### config.mk
export PLATFORM = sky130hd
export DESIGN_NAME = inst_cache_sa
export DESIGN_NICKNAME = d
export VERILOG_FILES = /design/src/rtl/inst_cache_sa.sv
export SDC_FILE = /design/constraint.sdc
export NUM_CORES = 2
export LEC_CHECK = 0
export BUFFER_PORTS_ARGS = -buffer_cell sky130_fd_sc_hd__buf_2
export CAP_MARGIN = 20
export CORE_MARGIN = 2
export CORE_UTILIZATION = 39
export CTS_BUF_LIST = sky130_fd_sc_hd__clkbuf_16
export DETAILED_ROUTE_END_ITERATION = 6
export SETUP_SLACK_MARGIN = 0.5
export SYNTH_ARGS = -nofsm -noshare
export SYNTH_HDL_FRONTEND = slang
export SYNTH_MEMORY_MAX_BITS = 65536
export SYNTH_SLANG_ARGS = --single-unit
### constraint.sdc
create_clock -name i_clk -period 11.1 [get_ports i_clk]
set_input_delay 3.33 -clock i_clk [delete_from_list [all_inputs] [get_ports i_clk]]
set_output_delay 3.33 -clock i_clk [all_outputs]
set_load 0.02 [all_outputs]
### src/rtl/inst_cache_sa.sv
// rtl/inst_cache_sa.sv - set-associative instruction cache with round-robin refill
// Serves one word per cycle on hit; refills a whole line from memory port A on miss.
module inst_cache_sa #(
   parameter int ADDR_WIDTH = 17,
   parameter int INST_WIDTH = 32,
   parameter int RAM_WIDTH  = 128,
   parameter int SET_BITS   = 4,
   parameter int WAYS       = 2
) (
   input  logic                  i_clk,
   input  logic                  i_rst,
   input  logic                  i_rdy,
   input  logic                  i_flush,
   input  logic                  i_inst_cache_read_valid,
   input  logic [ADDR_WIDTH-1:0] i_inst_cache_read_addr,
   output logic                  o_inst_cache_read_ready,
   output logic                  o_inst_cache_read_done,
   output logic [INST_WIDTH-1:0] o_inst_cache_read_data,
   input  logic [RAM_WIDTH-1:0]  i_dout_a,
   output logic [ADDR_WIDTH-1:0] o_addr_a
);

   localparam int OFF    = $clog2(RAM_WIDTH / 8);
   localparam int WOFF   = $clog2(INST_WIDTH / 8);
   localparam int WORDS  = RAM_WIDTH / INST_WIDTH;
   localparam int WSEL_W = (OFF > WOFF) ? (OFF - WOFF) : 1;
   localparam int TAG_W  = ADDR_WIDTH - OFF - SET_BITS;
   localparam int SETS   = 1 << SET_BITS;
   localparam int WAY_W  = (WAYS > 1) ? $clog2(WAYS) : 1;

   typedef enum logic [1:0] {
      S_IDLE,
      S_MISS_ISSUE,
      S_MISS_FILL
   } state_t;

   state_t                r_state;
   state_t                w_state_nxt;

   logic [SETS-1:0]       r_valid [WAYS];
   logic [TAG_W-1:0]      r_tag   [WAYS][SETS];
   logic [RAM_WIDTH-1:0]  r_line  [WAYS][SETS];
   logic [WAY_W-1:0]      r_ptr   [SETS];

   logic [SET_BITS-1:0]   r_idx;
   logic [TAG_W-1:0]      r_mtag;
   logic [WSEL_W-1:0]     r_wsel;

   logic                  r_done;
   logic [INST_WIDTH-1:0] r_data;
   logic [ADDR_WIDTH-1:0] r_addr_a;

   logic [SET_BITS-1:0]   w_req_idx;
   logic [TAG_W-1:0]      w_req_tag;
   logic [WSEL_W-1:0]     w_req_wsel;
   logic                  w_hit;
   logic [RAM_WIDTH-1:0]  w_hit_line;
   logic [INST_WIDTH-1:0] w_hit_word;
   logic [INST_WIDTH-1:0] w_fill_word;
   logic [WAY_W-1:0]      w_victim;
   logic                  w_evict;
   logic                  w_accept;
   logic                  w_fill;

   function automatic logic [INST_WIDTH-1:0] select_word(
      input logic [RAM_WIDTH-1:0] line,
      input logic [WSEL_W-1:0]    wsel
   );
      logic [INST_WIDTH-1:0] word;
      word = '0;
      for (int k = 0; k < WORDS; k++) begin
         if (wsel == WSEL_W'(k)) word = line[k*INST_WIDTH +: INST_WIDTH];
      end
      return word;
   endfunction

   assign w_req_idx  = SET_BITS'(i_inst_cache_read_addr >> OFF);
   assign w_req_tag  = TAG_W'(i_inst_cache_read_addr >> (OFF + SET_BITS));
   assign w_req_wsel = WSEL_W'(i_inst_cache_read_addr >> WOFF);

   always_comb begin
      w_hit      = 1'b0;
      w_hit_line = '0;
      for (int w = 0; w < WAYS; w++) begin
         if (r_valid[w][w_req_idx] && (r_tag[w][w_req_idx] == w_req_tag)) begin
            w_hit      = 1'b1;
            w_hit_line = r_line[w][w_req_idx];
         end
      end
   end

   assign w_hit_word  = select_word(w_hit_line, w_req_wsel);
   assign w_fill_word = select_word(i_dout_a, r_wsel);

   // Descending scan leaves the lowest-index invalid way; round-robin only when the set is full.
   always_comb begin
      w_victim = r_ptr[r_idx];
      w_evict  = 1'b1;
      for (int w = WAYS - 1; w >= 0; w--) begin
         if (!r_valid[w][r_idx]) begin
            w_victim = WAY_W'(w);
            w_evict  = 1'b0;
         end
      end
   end

   assign w_accept = (r_state == S_IDLE) && i_inst_cache_read_valid && !i_flush;
   assign w_fill   = (r_state == S_MISS_FILL) && !i_flush;

   always_comb begin
      w_state_nxt = r_state;
      case (r_state)
         S_IDLE:       if (w_accept && !w_hit) w_state_nxt = S_MISS_ISSUE;
         S_MISS_ISSUE: w_state_nxt = i_flush ? S_IDLE : S_MISS_FILL;
         S_MISS_FILL:  w_state_nxt = S_IDLE;
         default:      w_state_nxt = S_IDLE;
      endcase
   end

   always_ff @(posedge i_clk) begin
      if (i_rst) begin
         r_state <= S_IDLE;
      end else if (i_rdy) begin
         r_state <= w_state_nxt;
      end
   end

   always_ff @(posedge i_clk) begin
      if (i_rst) begin
         for (int w = 0; w < WAYS; w++) r_valid[w] <= '0;
         for (int s = 0; s < SETS; s++) r_ptr[s] <= '0;
         r_done   <= 1'b0;
         r_data   <= '0;
         r_addr_a <= '0;
         r_idx    <= '0;
         r_mtag   <= '0;
         r_wsel   <= '0;
      end else if (i_rdy) begin
         r_done <= 1'b0;
         if (i_flush) begin
            for (int w = 0; w < WAYS; w++) r_valid[w] <= '0;
            for (int s = 0; s < SETS; s++) r_ptr[s] <= '0;
         end else if (w_accept) begin
            if (w_hit) begin
               r_done <= 1'b1;
               r_data <= w_hit_word;
            end else begin
               r_idx    <= w_req_idx;
               r_mtag   <= w_req_tag;
               r_wsel   <= w_req_wsel;
               r_addr_a <= {w_req_tag, w_req_idx, {OFF{1'b0}}};
            end
         end else if (w_fill) begin
            r_valid[w_victim][r_idx] <= 1'b1;
            r_done <= 1'b1;
            r_data <= w_fill_word;
            if (w_evict) begin
               r_ptr[r_idx] <= (r_ptr[r_idx] == WAY_W'(WAYS - 1)) ? '0 : r_ptr[r_idx] + 1'b1;
            end
         end
      end
   end

   // Line and tag arrays carry no reset; the valid bits alone qualify them.
   always_ff @(posedge i_clk) begin
      if (!i_rst && i_rdy && w_fill) begin
         r_line[w_victim][r_idx] <= i_dout_a;
         r_tag[w_victim][r_idx]  <= r_mtag;
      end
   end

   assign o_inst_cache_read_ready = (r_state == S_IDLE);
   assign o_inst_cache_read_done  = r_done;
   assign o_inst_cache_read_data  = r_data;
   assign o_addr_a                = r_addr_a;

endmodule

==> impl_metrics.csv <==
group,metric,value,unit
layout,mostFrequentLayoutCells,"edfxtp_1 (4400), mux4_2 (1373), clkbuf_16 (456), buf_2 (189), nand2_1 (160)",
grt,grt_pass1_vias,82534,
layout,final_common_cell,"edfxtp_1",
setup_path,path_cells,"buf_12 -> buf_4 -> mux4_2 -> a211oi_1 -> nor3_1 -> a31oi_1 -> o21ai_1 -> nor4b_4 -> buf_4 -> nand2_1 -> a211o_1 -> a311oi_1 -> o311a_1",
pwr,leakage,60.62,nW
routing,route.detailed.drc,0,
setup_path,slowest_delay,840,ps
placement,place.gp.congestion,0.7514,
routing,routed_via_density,5.822,
placement,place_worst_setup_slack,2015,ps
clock_tree,cts.clk_slew.worst_paths,60,ps
timing,setup_violations,0,
pwr,p_sw_share,20.85,%
clock_tree,cts.sinks,4486,
timing,hold_viol,0,
grt,top_usage_layer,"met2",
logic_synthesis,ys_top_cells_by_area,"edfxtp_1 (76%), mux4_2 (18%), dfxtp_1 (1.0%)",
floorplanning,die_height,669.7,um
layout,syn_to_final_growth,13.43,%
grt,use_met1,27.92,%
layout,final_cells,13886,
timing,maxSlewHeadroom,19.40,%
setup_path,worst-path-max-fanout,78,
routing,drt-initial-drc-count,10415,
logic_synthesis,ys_types,74,
routing,wl_per_cell,32.85,um
pwr,pwr_density_cell,178.1,mW/mm2
pwr,power_frac_comb,4.2,%
hold_path,hp-class,"flop to flop",
floorplanning,die_w,669.7,um
clock_tree,cts_max_level,5,
layout,utilization,44.41,%
timing,fin_crit_sh,72.52,%
logic_synthesis,synthCells,7129,
grt,antenna_found_initial,85,
floorplanning,die-area,0.4485,mm2
setup_path,cpMaxStageDelayCell,"a311oi_1",
placement,placed_area,0.1813,mm2
routing,vias,80844,
logic_synthesis,synth_area_leader_cell,"edfxtp_1",
grt,grt_max_degree,130,
grt,grt.overflow.total,0,
grt,grt_pass1_wl,640500,um
placement,portBuffers,194,
timing,tns,0,ps
grt,grt_use_met3,3.726,%
pwr,clockPowerShare,42.6,%
setup_path,worst-endpoint-arrival,8980,ps
pwr,power.net_switching,7.282,mW
routing,dr.pass1.iters,6,
logic_synthesis,yosysTopAreaCellShare,76.45,%
logic_synthesis,ys_seq_area_share,77.44,%
layout,drive_gt1_share,31.14,%
clock_tree,post_cts.repair.setup_buffers,0,
routing,wirelength,456200,um
placement,hpwl,229800,um
setup_path,worstSetupPathType,"input port to flop",
setup_path,crit_required,12030,ps
logic_synthesis,synthFlopType,"edfxtp_1",
routing,antenna_left,0,
status,outcome,"finished, final reports clean",
timing,tightest_slew,1209,ps
logic_synthesis,ys_seq_elements,4486,
placement,dp.cells,13010,
logic_synthesis,async_flop_share,0,%
clock_tree,cts_buffer_depth,4,
clock_tree,cts_made_buffers,453,
clock_tree,cts_tree,"built",
floorplanning,boundaryPins,201,
logic_synthesis,ys_warn_count,0,
floorplanning,start_util,39.15,%
pwr,power.internal,27.64,mW
setup_path,worst_setup_path_start_kind,"input port",
logic_synthesis,synth_area,0.1728,mm2
pwr,pwr-share-seq,53.2,%
layout,stdcell_area,0.1961,mm2
floorplanning,rows,244,
pwr,vdd_drop_max,0.1445,mV
grt,grt_usage,19.96,%
setup_path,cp-end-kind,"flop",
timing,rsz0062_at_grt,"false",
logic_synthesis,syn-mean-instance-area,24.24,um2
clock_tree,clk_latency,1000,ps
run,max_cap_viol_count,0,
grt,grtUsageMet2,32.48,%
layout,nets,7719,
timing,timing.fmax,124.2,MHz
floorplanning,coreArea,0.4415,mm2
clock_tree,cts_hold_buf,0,
timing,setup_slack,3051,ps
clock_tree,clock-root-buffer,"clkbuf_16",
setup_path,cpMostUsedCell,"buf_4",
timing,clock_skew,75.83,ps
timing,drv_slew,0,
timing,period_needed,8049,ps
logic_synthesis,synth-edff-count,4400,
clock_tree,cts_resized,0,
[per-layer routing]
| metal | wire length [um] | part of all wire, % |
|---|---|---|
| met2 | 221800 | 49 |
| met5 | 319 | 0.070 |
| met4 | 11100 | 2.4 |
| met1 | 185300 | 41 |
| met3 | 37770 | 8.3 |
[layout make-up]
| class | instances | area, um2 |
|---|---|---|
| antenna | 30 | 75.07 |
| clock buffer | 456 | 11410 |
| clock inverter | 382 | 3097 |
| fill | 36685 | 245400 |
| inverter | 11 | 52.55 |
| multi-input combinational | 2232 | 37010 |
| sequential | 4486 | 133900 |
| tap | 5904 | 7387 |
| timing repair buffer | 385 | 3159 |
[cells in the mapped netlist (all sizes together), types with 18 or more instances]
cell type / n
buf: 249
mux2i: 151
nor2b: 18
nor2: 106
dfxtp: 86
a21oi: 33
a21o: 33
clkbuf: 152
nand2: 160
a22oi: 21
nand3: 35
a211oi: 28
o21ai: 37
mux4: 1373
a31oi: 22
edfxtp: 4400
mux2: 42
[final timing paths]
kind / from / endpoint / slack, ps / cells after the start
max: i_inst_cache_read_addr[4] / o_inst_cache_read_data[6] / 3050 / 13
min: r_valid[1][11] / r_valid[1][11] / 480 / 1
max reg2reg: r_idx[1] / r_line[1][1889] / 5630 / 8
min reg2reg: r_valid[1][11] / r_valid[1][11] / 480 / 1
[sequential cells by signal, summed over array words and instances, names as in the netlist, named ones only]
signal                  flops
r_ptr                      16
r_valid                    32
r_mtag                      9
r_wsel                      2
r_state                     2
r_line                   4096
r_tag                     288
o_inst_cache_read_done      1
o_inst_cache_read_data     32
o_addr_a                    1
r_idx                       3
[power by group through the flow]
stage / Sequential [mW] / Clock (mW) / Combinational [mW]
4_1_cts: 18.6 / 15.1 / 1.46
3_3_place_gp: 19.0 / 0 / 1.43
3_5_place_dp: 19.0 / 0 / 1.46
5_1_grt: 18.6 / 15.8 / 1.55
6_report: 18.6 / 14.9 / 1.45
2_1_floorplan: 19.0 / 0 / 0.901
[through the flow]
stage | hold slack (ps) | power (mW)
after floorplan | 438.1 | 19.86
after global placement | 451.4 | 20.38
after detailed placement | 460.1 | 20.42
after CTS | 473.3 | 35.17
after global routing | 494.9 | 35.89
final | 475.9 | 34.92
[cells by family after synthesis]
family                 after synthesis  share of synthesized area [%]
multiplexers                      1566                          19.04
buffers and inverters              414                          1.306
flip-flops                        4486                          77.44
other                                1                       0.002170
AO/OA/AOI/OAI                      264                          1.128
AND/OR/NAND/NOR                    379                         0.9853
XOR/XNOR                            19                        0.09628
[worst max-delay path, delay by kind of cell]
| kind | cells | cell delay (ps) |
|---|---|---|
| compound gates | 6 | 2470 |
| simple gates | 3 | 830 |
| mux | 1 | 630 |
| buf+inv | 3 | 1530 |
Power figures use the tool's default switching activity.
